`config.mk`:
```
export PLATFORM = sky130hd
export DESIGN_NAME = div_issue_ctrl
export DESIGN_NICKNAME = d
export VERILOG_FILES = /design/src/rtl/div_pkg.sv /design/src/rtl/div_resp_fifo.sv /design/src/rtl/div_issue_ctrl.sv
export SDC_FILE = /design/constraint.sdc
export NUM_CORES = 1
export LEC_CHECK = 0
export CORE_AREA = 3 3 315 317
export CTS_CLUSTER_SIZE = 20
export DETAILED_ROUTE_END_ITERATION = 10
export DIE_AREA = 0 0 318 320
export MAX_ROUTING_LAYER = met4
export SYNTH_ARGS = -nofsm -noshare
export SYNTH_HDL_FRONTEND = slang
export SYNTH_SLANG_ARGS = --single-unit
```
`constraint.sdc`:
```
create_clock -name clk -period 12.75 [get_ports clk]
set_clock_uncertainty 0.15 [all_clocks]
set_input_delay 3.1875 -clock clk [delete_from_list [all_inputs] [get_ports clk]]
set_output_delay 3.1875 -clock clk [all_outputs]
set_load 0.01 [all_outputs]
```
`src/rtl/div_pkg.sv`:
```
// Shared encodings and sideband record for the RV32M divide issue controller.
package div_pkg;

  // funct3[1:0] encodings of the M-extension divide group
  typedef enum logic [1:0] {
    OP_DIV  = 2'b00,
    OP_DIVU = 2'b01,
    OP_REM  = 2'b10,
    OP_REMU = 2'b11
  } div_op_e;

  // Default latency of the external pipelined divider
  localparam int DIV_LATENCY_DEF = 33;

  // Width of the tag carried in the sideband record
  localparam int SB_TAG_W = 5;

  // State travelling alongside each operation through the divider latency
  typedef struct packed {
    logic                valid;
    logic [SB_TAG_W-1:0] tag;
    logic                is_rem;
    logic                neg;
    logic                dz;
  } div_sb_t;

endpackage

```
`src/rtl/div_resp_fifo.sv`:
```
// Flop-based synchronous response FIFO with synchronous clear.
// Storage is not reset; the output is forced to zero while empty.
module div_resp_fifo #(
  parameter int WIDTH = 37,
  parameter int DEPTH = 8
) (
  input  logic             clk,
  input  logic             rst,
  input  logic             clear,
  input  logic             push,
  input  logic [WIDTH-1:0] push_data,
  input  logic             pop,
  output logic             out_valid,
  output logic [WIDTH-1:0] out_data
);

  localparam int AW = $clog2(DEPTH);
  localparam int CW = $clog2(DEPTH + 1);

  logic [WIDTH-1:0] mem [DEPTH];
  logic [AW-1:0]    wr_ptr;
  logic [AW-1:0]    rd_ptr;
  logic [CW-1:0]    count;
  logic             pop_eff;

  function automatic logic [AW-1:0] ptr_inc(input logic [AW-1:0] p);
    return (p == AW'(DEPTH - 1)) ? '0 : p + 1'b1;
  endfunction

  assign out_valid = (count != '0);
  assign out_data  = out_valid ? mem[rd_ptr] : '0;
  assign pop_eff   = pop && out_valid;

  // Storage write; upstream credits guarantee a free slot on every push
  always_ff @(posedge clk) begin
    if (push) mem[wr_ptr] <= push_data;
  end

  // Pointer and occupancy tracking
  always_ff @(posedge clk or posedge rst) begin
    if (rst) begin
      wr_ptr <= '0;
      rd_ptr <= '0;
      count  <= '0;
    end else if (clear) begin
      wr_ptr <= '0;
      rd_ptr <= '0;
      count  <= '0;
    end else begin
      if (push)    wr_ptr <= ptr_inc(wr_ptr);
      if (pop_eff) rd_ptr <= ptr_inc(rd_ptr);
      case ({push, pop_eff})
        2'b10:   count <= count + 1'b1;
        2'b01:   count <= count - 1'b1;
        default: count <= count;
      endcase
    end
  end

endmodule

```
`src/rtl/div_issue_ctrl.sv`:
```
// Issue/response controller for the pipelined unsigned divider: converts
// RV32M requests to magnitudes, tracks sign/zero state in a sideband pipe
// matched to the divider latency, fixes up results and buffers responses.
module div_issue_ctrl
  import div_pkg::*;
#(
  parameter int DATA_WIDTH  = 32,
  parameter int TAG_W       = 5,
  parameter int DIV_LATENCY = DIV_LATENCY_DEF,
  parameter int RESP_DEPTH  = 8
) (
  input  logic                  clk,
  input  logic                  rst,
  input  logic                  flush,
  input  logic                  req_valid,
  output logic                  req_ready,
  input  logic [1:0]            req_op,
  input  logic [DATA_WIDTH-1:0] req_a,
  input  logic [DATA_WIDTH-1:0] req_b,
  input  logic [TAG_W-1:0]      req_tag,
  output logic [DATA_WIDTH-1:0] div_dividend,
  output logic [DATA_WIDTH-1:0] div_divisor,
  input  logic [DATA_WIDTH-1:0] div_quotient,
  input  logic [DATA_WIDTH-1:0] div_remainder,
  output logic                  resp_valid,
  input  logic                  resp_ready,
  output logic [DATA_WIDTH-1:0] resp_data,
  output logic [TAG_W-1:0]      resp_tag,
  output logic                  busy
);

  localparam int CNT_W = $clog2(RESP_DEPTH + 1);

  // Two's-complement magnitude for signed ops; most negative value maps to 2^(W-1)
  function automatic logic [DATA_WIDTH-1:0] to_mag(input logic [DATA_WIDTH-1:0] x,
                                                   input logic is_signed);
    logic signed [DATA_WIDTH-1:0] xs;
    xs = x;
    if (is_signed && (xs < 0)) return $unsigned(-xs);
    return x;
  endfunction

  // Restore the sign of a divider result
  function automatic logic [DATA_WIDTH-1:0] apply_sign(input logic [DATA_WIDTH-1:0] v,
                                                       input logic neg);
    logic signed [DATA_WIDTH-1:0] vs;
    vs = v;
    return neg ? $unsigned(-vs) : v;
  endfunction

  logic                  accept;
  logic                  is_signed;
  logic                  pop;
  logic [CNT_W-1:0]      cnt;
  div_sb_t               sb_in;
  div_sb_t               sb_p [DIV_LATENCY];
  div_sb_t               sb_last;
  logic [DATA_WIDTH-1:0] result;
  logic                  fifo_push;
  logic [DATA_WIDTH+TAG_W-1:0] fifo_out;

  assign req_ready = !flush && (cnt < CNT_W'(RESP_DEPTH));
  assign accept    = req_valid && req_ready;
  assign busy      = (cnt != '0);
  assign pop       = resp_valid && resp_ready;

  // Operand conditioning: DIV and REM have funct3[0] clear
  assign is_signed    = !req_op[0];
  assign div_dividend = to_mag(req_a, is_signed);
  assign div_divisor  = to_mag(req_b, is_signed);

  // Sideband record for the incoming request
  always_comb begin
    sb_in        = '0;
    sb_in.valid  = accept;
    sb_in.tag    = req_tag;
    sb_in.is_rem = req_op[1];
    sb_in.dz     = (req_b == '0);
    case (div_op_e'(req_op))
      OP_DIV:  sb_in.neg = (req_a[DATA_WIDTH-1] ^ req_b[DATA_WIDTH-1]) && (req_b != '0);
      OP_REM:  sb_in.neg = req_a[DATA_WIDTH-1];
      default: sb_in.neg = 1'b0;
    endcase
  end

  // Sideband pipe advancing every cycle; only the valid bits are reset or flushed
  always_ff @(posedge clk or posedge rst) begin
    if (rst) begin
      for (int i = 0; i < DIV_LATENCY; i++) sb_p[i].valid <= 1'b0;
    end else begin
      sb_p[0] <= sb_in;
      for (int i = 1; i < DIV_LATENCY; i++) sb_p[i] <= sb_p[i-1];
      if (flush) begin
        for (int i = 0; i < DIV_LATENCY; i++) sb_p[i].valid <= 1'b0;
      end
    end
  end

  // Final stage: aligned with the divider output
  assign sb_last = sb_p[DIV_LATENCY-1];

  // Sign and divide-by-zero fixup
  always_comb begin
    result = '0;
    if (sb_last.is_rem)  result = apply_sign(div_remainder, sb_last.neg);
    else if (sb_last.dz) result = '1;
    else                 result = apply_sign(div_quotient, sb_last.neg);
  end

  assign fifo_push = sb_last.valid && !flush;

  // Credit counter: in-flight plus queued operations
  always_ff @(posedge clk or posedge rst) begin
    if (rst) begin
      cnt <= '0;
    end else if (flush) begin
      cnt <= '0;
    end else begin
      case ({accept, pop})
        2'b10:   cnt <= cnt + 1'b1;
        2'b01:   cnt <= cnt - 1'b1;
        default: cnt <= cnt;
      endcase
    end
  end

  div_resp_fifo #(
    .WIDTH(DATA_WIDTH + TAG_W),
    .DEPTH(RESP_DEPTH)
  ) u_resp_fifo (
    .clk      (clk),
    .rst      (rst),
    .clear    (flush),
    .push     (fifo_push),
    .push_data({result, sb_last.tag}),
    .pop      (pop),
    .out_valid(resp_valid),
    .out_data (fifo_out)
  );

  assign resp_data = fifo_out[DATA_WIDTH+TAG_W-1:TAG_W];
  assign resp_tag  = fifo_out[TAG_W-1:0];

endmodule
```
==> impl_metrics.py, run 1 <==
metrics = {
    "outcome": {
        "run_status": "finished clean",
    },
    "layout": {
        "area_growth_syn_to_layout_pct": 25.2,
        "mostFrequentLayoutCells": "sky130_fd_sc_hd__edfxtp_1 (560), sky130_fd_sc_hd__clkdlybuf4s50_1 (242), sky130_fd_sc_hd__nor2_1 (85)",
        "layout.nets": 1774,
        "stdcell_count": 2950,
        "drive_gt1_frac": 0.132,
        "mostFrequentLayoutCell": "sky130_fd_sc_hd__edfxtp_1",
    },
    "critical_path": {
        "critical_path_class": "in2out",
        "worstPathRequired_ns": 9.41,
        "setup.reg_to_reg.worst_slack_ns": 10.02,
        "critical_path.max_fanout": 6,
        "worst-endpoint-arrival_ns": 6.41,
        "crit_path_start_kind": "input port",
        "end_kind": "output port",
    },
    "floorplan": {
        "die_h_um": 320,
        "floorplan.die_area_um2": 102000,
        "die_width_um": 318,
        "floorplan.initialDensity": 0.250,
        "core_area_um2": 96600,
        "floorplan.rows": 114,
        "num_io_pins": 244,
    },
    "route": {
        "drt-pass1-iter-count": 5,
        "detail_route.drc_violations": 0,
        "post_dr_wirelength_cell_um": 16.9,
        "antenna_left": 0,
        "viasPerCell": 4.37,
        "num_vias": 12900,
        "drtIter0Drc": 1013,
        "totalWireLength_um": 49900,
    },
    "placed_design": {
        "detailedPlacementHpwl_um": 30100,
        "port_buffers": 243,
        "place.gp.congestion": 0.815,
        "place_inst": 2837,
    },
    "global_routing": {
        "grt_antenna_before_repair": 3,
        "grt_max_degree": 137,
        "grtUsageTotal": 0.0986,
        "number_of_global_route_vias_before_repair": 13500,
        "global_route.overflow_total": 0,
        "global_route_wire_length_before_repair_um": 77500,
    },
    "logic_synthesis": {
        "post_synthesis_sequential_element_count": 607,
        "syn_inst": 1357,
        "synth.yosys.seq_area_share": 0.746,
        "synthesis.area_per_instance_um2": 17.8,
        "synthDistinctLibCells": 58,
        "synth.net_count": 1509,
        "async_reset_ff_frac": 0.0774,
        "post_synth_instance_area_um2": 24100,
        "yosys_most_used_dff": "sky130_fd_sc_hd__edfxtp_1",
        "yosys_warnings": 0,
        "synth_enable_flop_cells": 560,
    },
    "power": {
        "power.static_leakage_nw": 9.82,
        "power_density_relative_to_cell_area_nw_per_um2": 144,
        "irDropWorstVdd_mv": 0.129,
    },
    "cts": {
        "cts_buffer_depth": 3,
        "tritoncts": "done",
        "post_cts_hold_buffer_count": 0,
        "clkSlewWorstSetupHoldPaths_ns": 0.06,
        "post-cts-setup-buffers": 0,
        "cts.sinks": 607,
        "worst_skew_pair_latency_ns": 0.62,
        "cts-resized-gates": 0,
        "clock_tree.htree_level_count": 2,
        "cts_made_buffers": 59,
        "ctsRootBufferMaster": "sky130_fd_sc_hd__clkbuf_16",
    },
    "timing": {
        "finalMaxSlewViolations": 0,
        "max_freq_mhz": 103,
        "final.setup.tns_ns": 0,
        "slew-limit-headroom": 0.163,
        "number_of_failing_hold_endpoints_at_the_final_stage": 0,
        "timing.final.setup_violations": 0,
        "final_period_minus_worst_setup_slack_ns": 9.75,
        "fin_crit_sh": 0.765,
        "grt_setup_unrepaired": "false",
        "tightestPinTransition_ns": 1.25,
    },
    "worst_hold_path": {
        "worst_hold_path_type": "reg2reg",
    },
    "job": {
        "max_cap_viol_count": 0,
    },
}
==> cells in the mapped netlist, types with 10 or more instances <==
master,instances,area share
sky130_fd_sc_hd__nor4_1,10,0.0026
sky130_fd_sc_hd__inv_1,16,0.0025
sky130_fd_sc_hd__nand3_1,12,0.0025
sky130_fd_sc_hd__ha_1,12,0.0062
sky130_fd_sc_hd__xor2_1,77,0.028
sky130_fd_sc_hd__a22oi_1,29,0.0090
sky130_fd_sc_hd__mux2i_1,44,0.018
sky130_fd_sc_hd__buf_1,11,0.0017
sky130_fd_sc_hd__edfxtp_1,560,0.70
sky130_fd_sc_hd__nor2_1,91,0.014
sky130_fd_sc_hd__o41ai_1,15,0.0055
sky130_fd_sc_hd__dfrtp_1,47,0.049
sky130_fd_sc_hd__nor2b_1,37,0.0096
sky130_fd_sc_hd__xnor2_1,47,0.017
sky130_fd_sc_hd__nor3_1,24,0.0050
sky130_fd_sc_hd__nand2_1,34,0.0053
sky130_fd_sc_hd__o21ai_0,38,0.0079
sky130_fd_sc_hd__a21oi_1,25,0.0052
sky130_fd_sc_hd__mux4_2,74,0.069
sky130_fd_sc_hd__o31ai_1,30,0.0093
sky130_fd_sc_hd__clkbuf_1,37,0.0058
==> worst max-delay path, cell delays in order <==
cell	delay (ns)
sky130_fd_sc_hd__clkdlybuf4s50_1	0.48
sky130_fd_sc_hd__nor3_1	0.42
sky130_fd_sc_hd__nand2_1	0.14
sky130_fd_sc_hd__nor3b_1	0.69
sky130_fd_sc_hd__nand4_1	0.35
sky130_fd_sc_hd__o31ai_1	0.37
sky130_fd_sc_hd__xnor2_1	0.16
sky130_fd_sc_hd__clkdlybuf4s50_1	0.61
==> kinds of logic after synthesis <==
| group | after synthesis | share of synthesized area |
|---|---|---|
| buf+inv | 73 | 0.0127 |
| fa+ha+maj | 13 | 0.00664 |
| xor+xnor | 124 | 0.0451 |
| compound gates | 156 | 0.0434 |
| simple gates | 266 | 0.0584 |
| flops | 607 | 0.746 |
| mux | 118 | 0.0874 |
==> final timing paths <==
check                                      from                    end  cells past startpoint
max                                    req_a[2]       div_dividend[27]                      8
min                                   sb_p[117]              sb_p[108]                      0
max reg2reg                u_resp_fifo.count[1]   u_resp_fifo.count[3]                      9
min reg2reg                           sb_p[117]              sb_p[108]                      0
max in group asynchronous                   rst  u_resp_fifo.rd_ptr[0]                      3
min in group asynchronous                   rst   u_resp_fifo.count[1]                      2
==> layer usage <==
| metal | GRT usage | share of wire | up-vias |
|---|---|---|---|
| met1 | 0.127 | 0.45 | 6500 |
| met5 | - | 0 | - |
| met3 | 0.0238 | 0.061 | 81 |
| met2 | 0.155 | 0.47 | 443 |
| met4 | 0.0266 | 0.019 | 0 |
| li1 | - | - | 5860 |
==> metrics by stage <==
stage / setup WS [ns] / power, mW / instance area (um^2) / hold WS (ns) / util
final: 3.00 / 4.36 / 30200 / 0.230 / 0.313
after global routing: 2.90 / 4.53 / 30200 / 0.227 / 0.313
after CTS: 3.08 / 4.42 / 30200 / 0.227 / 0.313
after detailed placement: 3.09 / 2.55 / 28100 / 0.255 / 0.291
after global placement: 3.17 / 2.54 / 28100 / 0.251 / 0.291
after floorplan: 1.27 / 2.41 / 24100 / 0.250 / -
==> report_power, final <==
group / switching [mW] / internal, mW / total, mW
clock: 0.735 / 1.12 / 1.85
sequential: 0.0141 / 2.25 / 2.26
combinational: 0.134 / 0.109 / 0.243
total: 0.884 / 3.47 / 4.36
==> final cells by class <==
class | count | area [um^2]
Timing Repair Buffer | 261 | 2560
Tap cell | 1276 | 1600
Clock buffer | 65 | 1500
Clock inverter | 46 | 609
Antenna cell | 2 | 5.00
Sequential cell | 607 | 18000
Inverter | 16 | 67.6
Multi-Input combinational cell | 677 | 5850
Fill cell | 9337 | 66400
==> sequential cells by signal, summed over array words and instances, names as in the netlist <==
| signal | count |
|---|---|
| u_resp_fifo.mem | 296 |
| sb_p | 288 |
| sb_last | 9 |
| cnt | 4 |
| u_resp_fifo.count | 4 |
| u_resp_fifo.rd_ptr | 3 |
| u_resp_fifo.wr_ptr | 3 |
Note: power is estimated with default switching activity, not from simulation.
==> run 2, diff against run 1 <==
Clock period 12.75 ns to 8.85 ns, I/O delays scaled along.
==> impl_metrics.py, run 2 (synthesis gave the netlist of run 1 again) <==
metrics = {
    "outcome": {
        "run_status": "finished clean",
    },
    "cts": {
        "worst_skew_pair_latency_ns": 0.62,
        "cts_buffer_depth": 3,
        "post-cts-setup-buffers": 0,
        "tritoncts": "done",
        "ctsRootBufferMaster": "sky130_fd_sc_hd__clkbuf_16",
        "cts-resized-gates": 0,
        "post_cts_hold_buffer_count": 0,
        "cts_made_buffers": 59,
        "cts.sinks": 607,
        "clkSlewWorstSetupHoldPaths_ns": 0.06,
        "clock_tree.htree_level_count": 2,
    },
    "timing": {
        "grt_setup_unrepaired": "false",
        "slew-limit-headroom": 0.198,
        "max_freq_mhz": 131,
        "timing.final.setup_violations": 0,
        "fin_crit_sh": 0.862,
        "final.setup.tns_ns": 0,
        "number_of_failing_hold_endpoints_at_the_final_stage": 0,
        "finalMaxSlewViolations": 0,
        "tightestPinTransition_ns": 1.20,
        "final_period_minus_worst_setup_slack_ns": 7.63,
    },
    "floorplan": {
        "floorplan.rows": 114,
        "die_width_um": 318,
        "floorplan.die_area_um2": 102000,
        "core_area_um2": 96600,
        "floorplan.initialDensity": 0.250,
        "num_io_pins": 244,
        "die_h_um": 320,
    },
    "job": {
        "max_cap_viol_count": 0,
    },
    "power": {
        "irDropWorstVdd_mv": 0.177,
        "power_density_relative_to_cell_area_nw_per_um2": 208,
        "power.static_leakage_nw": 9.84,
    },
    "critical_path": {
        "worstPathRequired_ns": 6.49,
        "critical_path_class": "in2out",
        "end_kind": "output port",
        "worst-endpoint-arrival_ns": 5.26,
        "critical_path.max_fanout": 6,
        "rr_worst_depth": 9,
        "crit_path_start_kind": "input port",
    },
    "worst_hold_path": {
        "worst_hold_path_type": "reg2reg",
        "min_path_cells": 0,
    },
    "layout": {
        "stdcell_area_um2": 30200,
        "fillCellCount": 9346,
        "layout.nets": 1778,
        "area_growth_syn_to_layout_pct": 25.5,
        "mostFrequentLayoutCells": "sky130_fd_sc_hd__edfxtp_1 (560), sky130_fd_sc_hd__clkdlybuf4s50_1 (242), sky130_fd_sc_hd__nor2_1 (85)",
        "largest-register": "u_resp_fifo.mem",
        "postLayoutCoreUtil": 0.313,
        "mostFrequentLayoutCell": "sky130_fd_sc_hd__edfxtp_1",
        "drive_gt1_frac": 0.134,
        "largest_register_ffs": 296,
    },
    "global_routing": {
        "grt.met3_usage": 0.0287,
        "global_route.overflow_total": 0,
        "grt_antenna_before_repair": 3,
        "number_of_global_route_vias_before_repair": 13600,
        "grt_busiest_layer": "met2",
        "use_met1": 0.129,
        "grtUsageTotal": 0.101,
        "grt_max_degree": 158,
        "global_route_wire_length_before_repair_um": 79300,
        "grtUsageMet2": 0.160,
    },
    "route": {
        "post_dr_wirelength_cell_um": 17.2,
        "detail_route.drc_violations": 0,
        "num_vias": 12800,
        "antenna_left": 0,
        "drt-pass1-iter-count": 5,
        "totalWireLength_um": 50900,
        "viasPerCell": 4.34,
        "drtIter0Drc": 987,
    },
    "placed_design": {
        "port_buffers": 243,
        "place.gp.congestion": 0.828,
        "detailedPlacementHpwl_um": 30900,
        "place_area_um2": 28100,
    },
}
## run 2: changes by cell type in the layout (fill, tap and decap cells not counted), moves of 2 or more
cell / delta
sky130_fd_sc_hd__buf_4: +3
sky130_fd_sc_hd__clkinv_2: -6
sky130_fd_sc_hd__clkinv_1: -2
sky130_fd_sc_hd__clkbuf_1: +2
sky130_fd_sc_hd__clkinv_4: -2
sky130_fd_sc_hd__clkinvlp_4: +3
sky130_fd_sc_hd__clkbuf_8: +5
sky130_fd_sc_hd__inv_6: +2
## run 2: worst paths after layout
check / slack [ns] / end / startpoint
min in group asynchronous: 2.12 / cnt[0] / rst
worst max register to register: 6.05 / u_resp_fifo.count[3] / u_resp_fifo.count[1]
max in group asynchronous: 5.10 / u_resp_fifo.rd_ptr[0] / rst
worst min-delay path: 0.22 / sb_p[82] / sb_p[91]
worst max-delay path: 1.22 / div_dividend[23] / req_a[2]
worst min register to register: 0.22 / sb_p[82] / sb_p[91]
## run 2: worst max-delay path, stage by stage
cell	delay, ns
sky130_fd_sc_hd__clkdlybuf4s50_1	0.49
sky130_fd_sc_hd__nor3_1	0.39
sky130_fd_sc_hd__nand2_1	0.13
sky130_fd_sc_hd__nor3b_1	0.53
sky130_fd_sc_hd__nand4_1	0.32
sky130_fd_sc_hd__o41ai_1	0.41
sky130_fd_sc_hd__xnor2_1	0.19
sky130_fd_sc_hd__clkdlybuf4s50_1	0.58
## run 2: routing by layer
layer / vias up / share of wire / wire length (um)
met5: - / 0 / 0
met4: 0 / 0.016 / 792
met3: 64 / 0.076 / 3860
met2: 432 / 0.47 / 23700
met1: 6475 / 0.44 / 22500
li1: 5857 / - / -
## run 2: through the flow
stage	hold WS (ns)	worst slack, ns	std cells	power (mW)
2_1_floorplan	0.250	1.43	1357	3.47
3_3_place_gp	0.252	1.25	2841	3.66
3_5_place_dp	0.255	1.24	2841	3.67
4_1_cts	0.218	1.23	2952	6.40
5_1_grt	0.240	0.936	2955	6.55
6_report	0.220	1.22	2955	6.30
## run 2: layout make-up
| type | instances | area (um^2) | share of cell area |
|---|---|---|---|
| clock inverters | 39 | 552 | 0.0182 |
| inverters | 16 | 63.8 | 0.00211 |
| clock buffers | 72 | 1580 | 0.0521 |
| well taps | 1276 | 1600 | 0.0528 |
| multi-input cells | 677 | 5850 | 0.193 |
| flip-flops and latches | 607 | 18000 | 0.595 |
| repair buffers | 265 | 2610 | 0.0861 |
| diodes | 3 | 7.51 | 0.000248 |
## run 2: report_power, final
| part | leakage [nW] | switching, mW | internal (mW) |
|---|---|---|---|
| logic | 2.84 | 0.196 | 0.158 |
| registers | 5.97 | 0.0207 | 3.24 |
| clock network | 1.03 | 1.06 | 1.62 |
==> run 3, diff against run 2 <==
--- a/constraint.sdc
+++ b/constraint.sdc
@@ -4,2 +4,2 @@
 set_output_delay 2.2125 -clock clk [all_outputs]
-set_load 0.01 [all_outputs]
+set_load 0.1 [all_outputs]
==> impl_metrics.py, run 3 (synthesis gave the netlist of run 1 again) <==
metrics = {
    "global_routing": {
        "grt_max_degree": 162,
        "global_route_wire_length_before_repair_um": 78000,
        "number_of_global_route_vias_before_repair": 13500,
        "grtUsageTotal": 0.0993,
        "grt_antenna_before_repair": 2,
        "global_route.overflow_total": 0,
    },
    "timing": {
        "timing.final.ws_setup_ns": 1.19,
        "grt_setup_unrepaired": "false",
        "tightestPinTransition_ns": 1.26,
        "final_period_minus_worst_setup_slack_ns": 7.66,
        "timing.final.setup_violations": 0,
        "number_of_failing_hold_endpoints_at_the_final_stage": 0,
        "final.setup.tns_ns": 0,
        "fin_crit_sh": 0.866,
        "finalMaxSlewViolations": 0,
        "slew-limit-headroom": 0.160,
        "max_freq_mhz": 130,
    },
    "cts": {
        "tritoncts": "done",
        "cts_buffer_depth": 3,
        "post_cts_hold_buffer_count": 0,
        "worst_skew_pair_latency_ns": 0.65,
        "post-cts-setup-buffers": 0,
        "cts_made_buffers": 60,
        "cts.sinks": 607,
        "cts-resized-gates": 0,
        "clkSlewWorstSetupHoldPaths_ns": 0.06,
        "ctsRootBufferMaster": "sky130_fd_sc_hd__clkbuf_16",
        "clock_tree.htree_level_count": 2,
    },
    "placed_design": {
        "place.gp.congestion": 0.823,
        "place_area_um2": 28000,
        "dp_slack_ns": 1.26,
        "port_buffers": 243,
        "detailedPlacementHpwl_um": 30600,
        "place_inst": 2842,
    },
    "outcome": {
        "run_status": "finished clean",
    },
    "critical_path": {
        "rr_worst_depth": 4,
        "timing.rr.start": "sb_last[8]",
        "startpoint": "req_a[10]",
        "capture_point_of_the_critical_path": "div_dividend[20]",
        "setup.reg_to_reg.worst_slack_ns": 6.02,
        "worst-endpoint-arrival_ns": 5.30,
        "critical_path_class": "in2out",
        "end_kind": "output port",
        "worstReg2RegEnd": "u_resp_fifo.mem[2][30]",
        "critical_path.max_fanout": 5,
        "crit_path_start_kind": "input port",
        "worstPathRequired_ns": 6.49,
    },
    "layout": {
        "stdcell_count": 2958,
        "largest_register_ffs": 296,
        "fillCellCount": 9341,
        "postLayoutCoreUtil": 0.312,
        "mostFrequentLayoutCell": "sky130_fd_sc_hd__edfxtp_1",
        "drive_gt1_frac": 0.163,
        "layout.nets": 1780,
        "stdcell_area_um2": 30100,
        "area_growth_syn_to_layout_pct": 25.0,
        "mostFrequentLayoutCells": "sky130_fd_sc_hd__edfxtp_1 (560), sky130_fd_sc_hd__clkdlybuf4s50_1 (201), sky130_fd_sc_hd__nor2_1 (85)",
        "largest-register": "u_resp_fifo.mem",
    },
    "floorplan": {
        "floorplan.rows": 114,
        "core_area_um2": 96600,
        "die_width_um": 318,
        "floorplan.initialDensity": 0.250,
        "num_io_pins": 244,
        "die_h_um": 320,
        "floorplan.die_area_um2": 102000,
    },
    "power": {
        "power.static_leakage_nw": 9.88,
        "irDropWorstVdd_mv": 0.161,
        "power_density_relative_to_cell_area_nw_per_um2": 213,
    },
    "route": {
        "drt-pass1-iter-count": 5,
        "detail_route.drc_violations": 0,
        "viasPerCell": 4.35,
        "antenna_left": 0,
        "num_vias": 12900,
        "totalWireLength_um": 50000,
        "drtIter0Drc": 1031,
        "post_dr_wirelength_cell_um": 16.9,
    },
    "job": {
        "max_cap_viol_count": 0,
    },
    "worst_hold_path": {
        "worst_hold_path_type": "reg2reg",
    },
}
run 3: how the worst min path moves through the flow:
stage	start	to	cells after the start
floorplan	sb_p[9]	sb_last[0]	0
global placement	sb_p[293]	sb_p[284]	0
detailed placement	sb_p[110]	sb_p[101]	0
CTS	sb_p[65]	sb_p[56]	0
global route	sb_p[92]	sb_p[83]	0
finish	sb_p[65]	sb_p[56]	0
run 3: area by class of cell:
class	count	area, um^2	share of cell area
Timing Repair Buffer	266	2510	0.0833
Clock inverter	34	422	0.0140
Antenna cell	2	5.00	0.000166
Clock buffer	80	1680	0.0557
Tap cell	1276	1600	0.0530
Multi-Input combinational cell	677	5850	0.194
Inverter	16	63.8	0.00212
Sequential cell	607	18000	0.598
run 3: through the flow:
step | hold WS [ns] | power, mW
global placement | 0.251 | 3.87
detailed placement | 0.255 | 3.88
global route | 0.193 | 6.67
CTS | 0.183 | 6.51
finish | 0.193 | 6.41
floorplan | 0.250 | 3.68
run 3: per-layer routing:
metal	vias to the layer above	share of wire	global-route usage
li1	5871	-	-
met1	6483	0.45	0.128
met2	434	0.47	0.157
met3	69	0.069	0.0262
met4	0	0.018	0.0238
met5	-	0	-
run 3: power breakdown:
group | internal (mW) | leakage, nW | total, mW | switching [mW]
registers | 3.24 | 5.97 | 3.26 | 0.0202
clock network | 1.52 | 1.02 | 2.60 | 1.07
logic | 0.151 | 2.89 | 0.556 | 0.405
run 3: worst max-delay path: stages:
cell and delay, ns:
sky130_fd_sc_hd__clkdlybuf4s50_1 0.46, sky130_fd_sc_hd__nor3_1 0.53, sky130_fd_sc_hd__nand2_1 0.15, sky130_fd_sc_hd__nor2_1 0.32
sky130_fd_sc_hd__nand2_1 0.22, sky130_fd_sc_hd__nand2_1 0.13, sky130_fd_sc_hd__xnor2_1 0.12, sky130_fd_sc_hd__clkdlybuf4s50_1 1.16
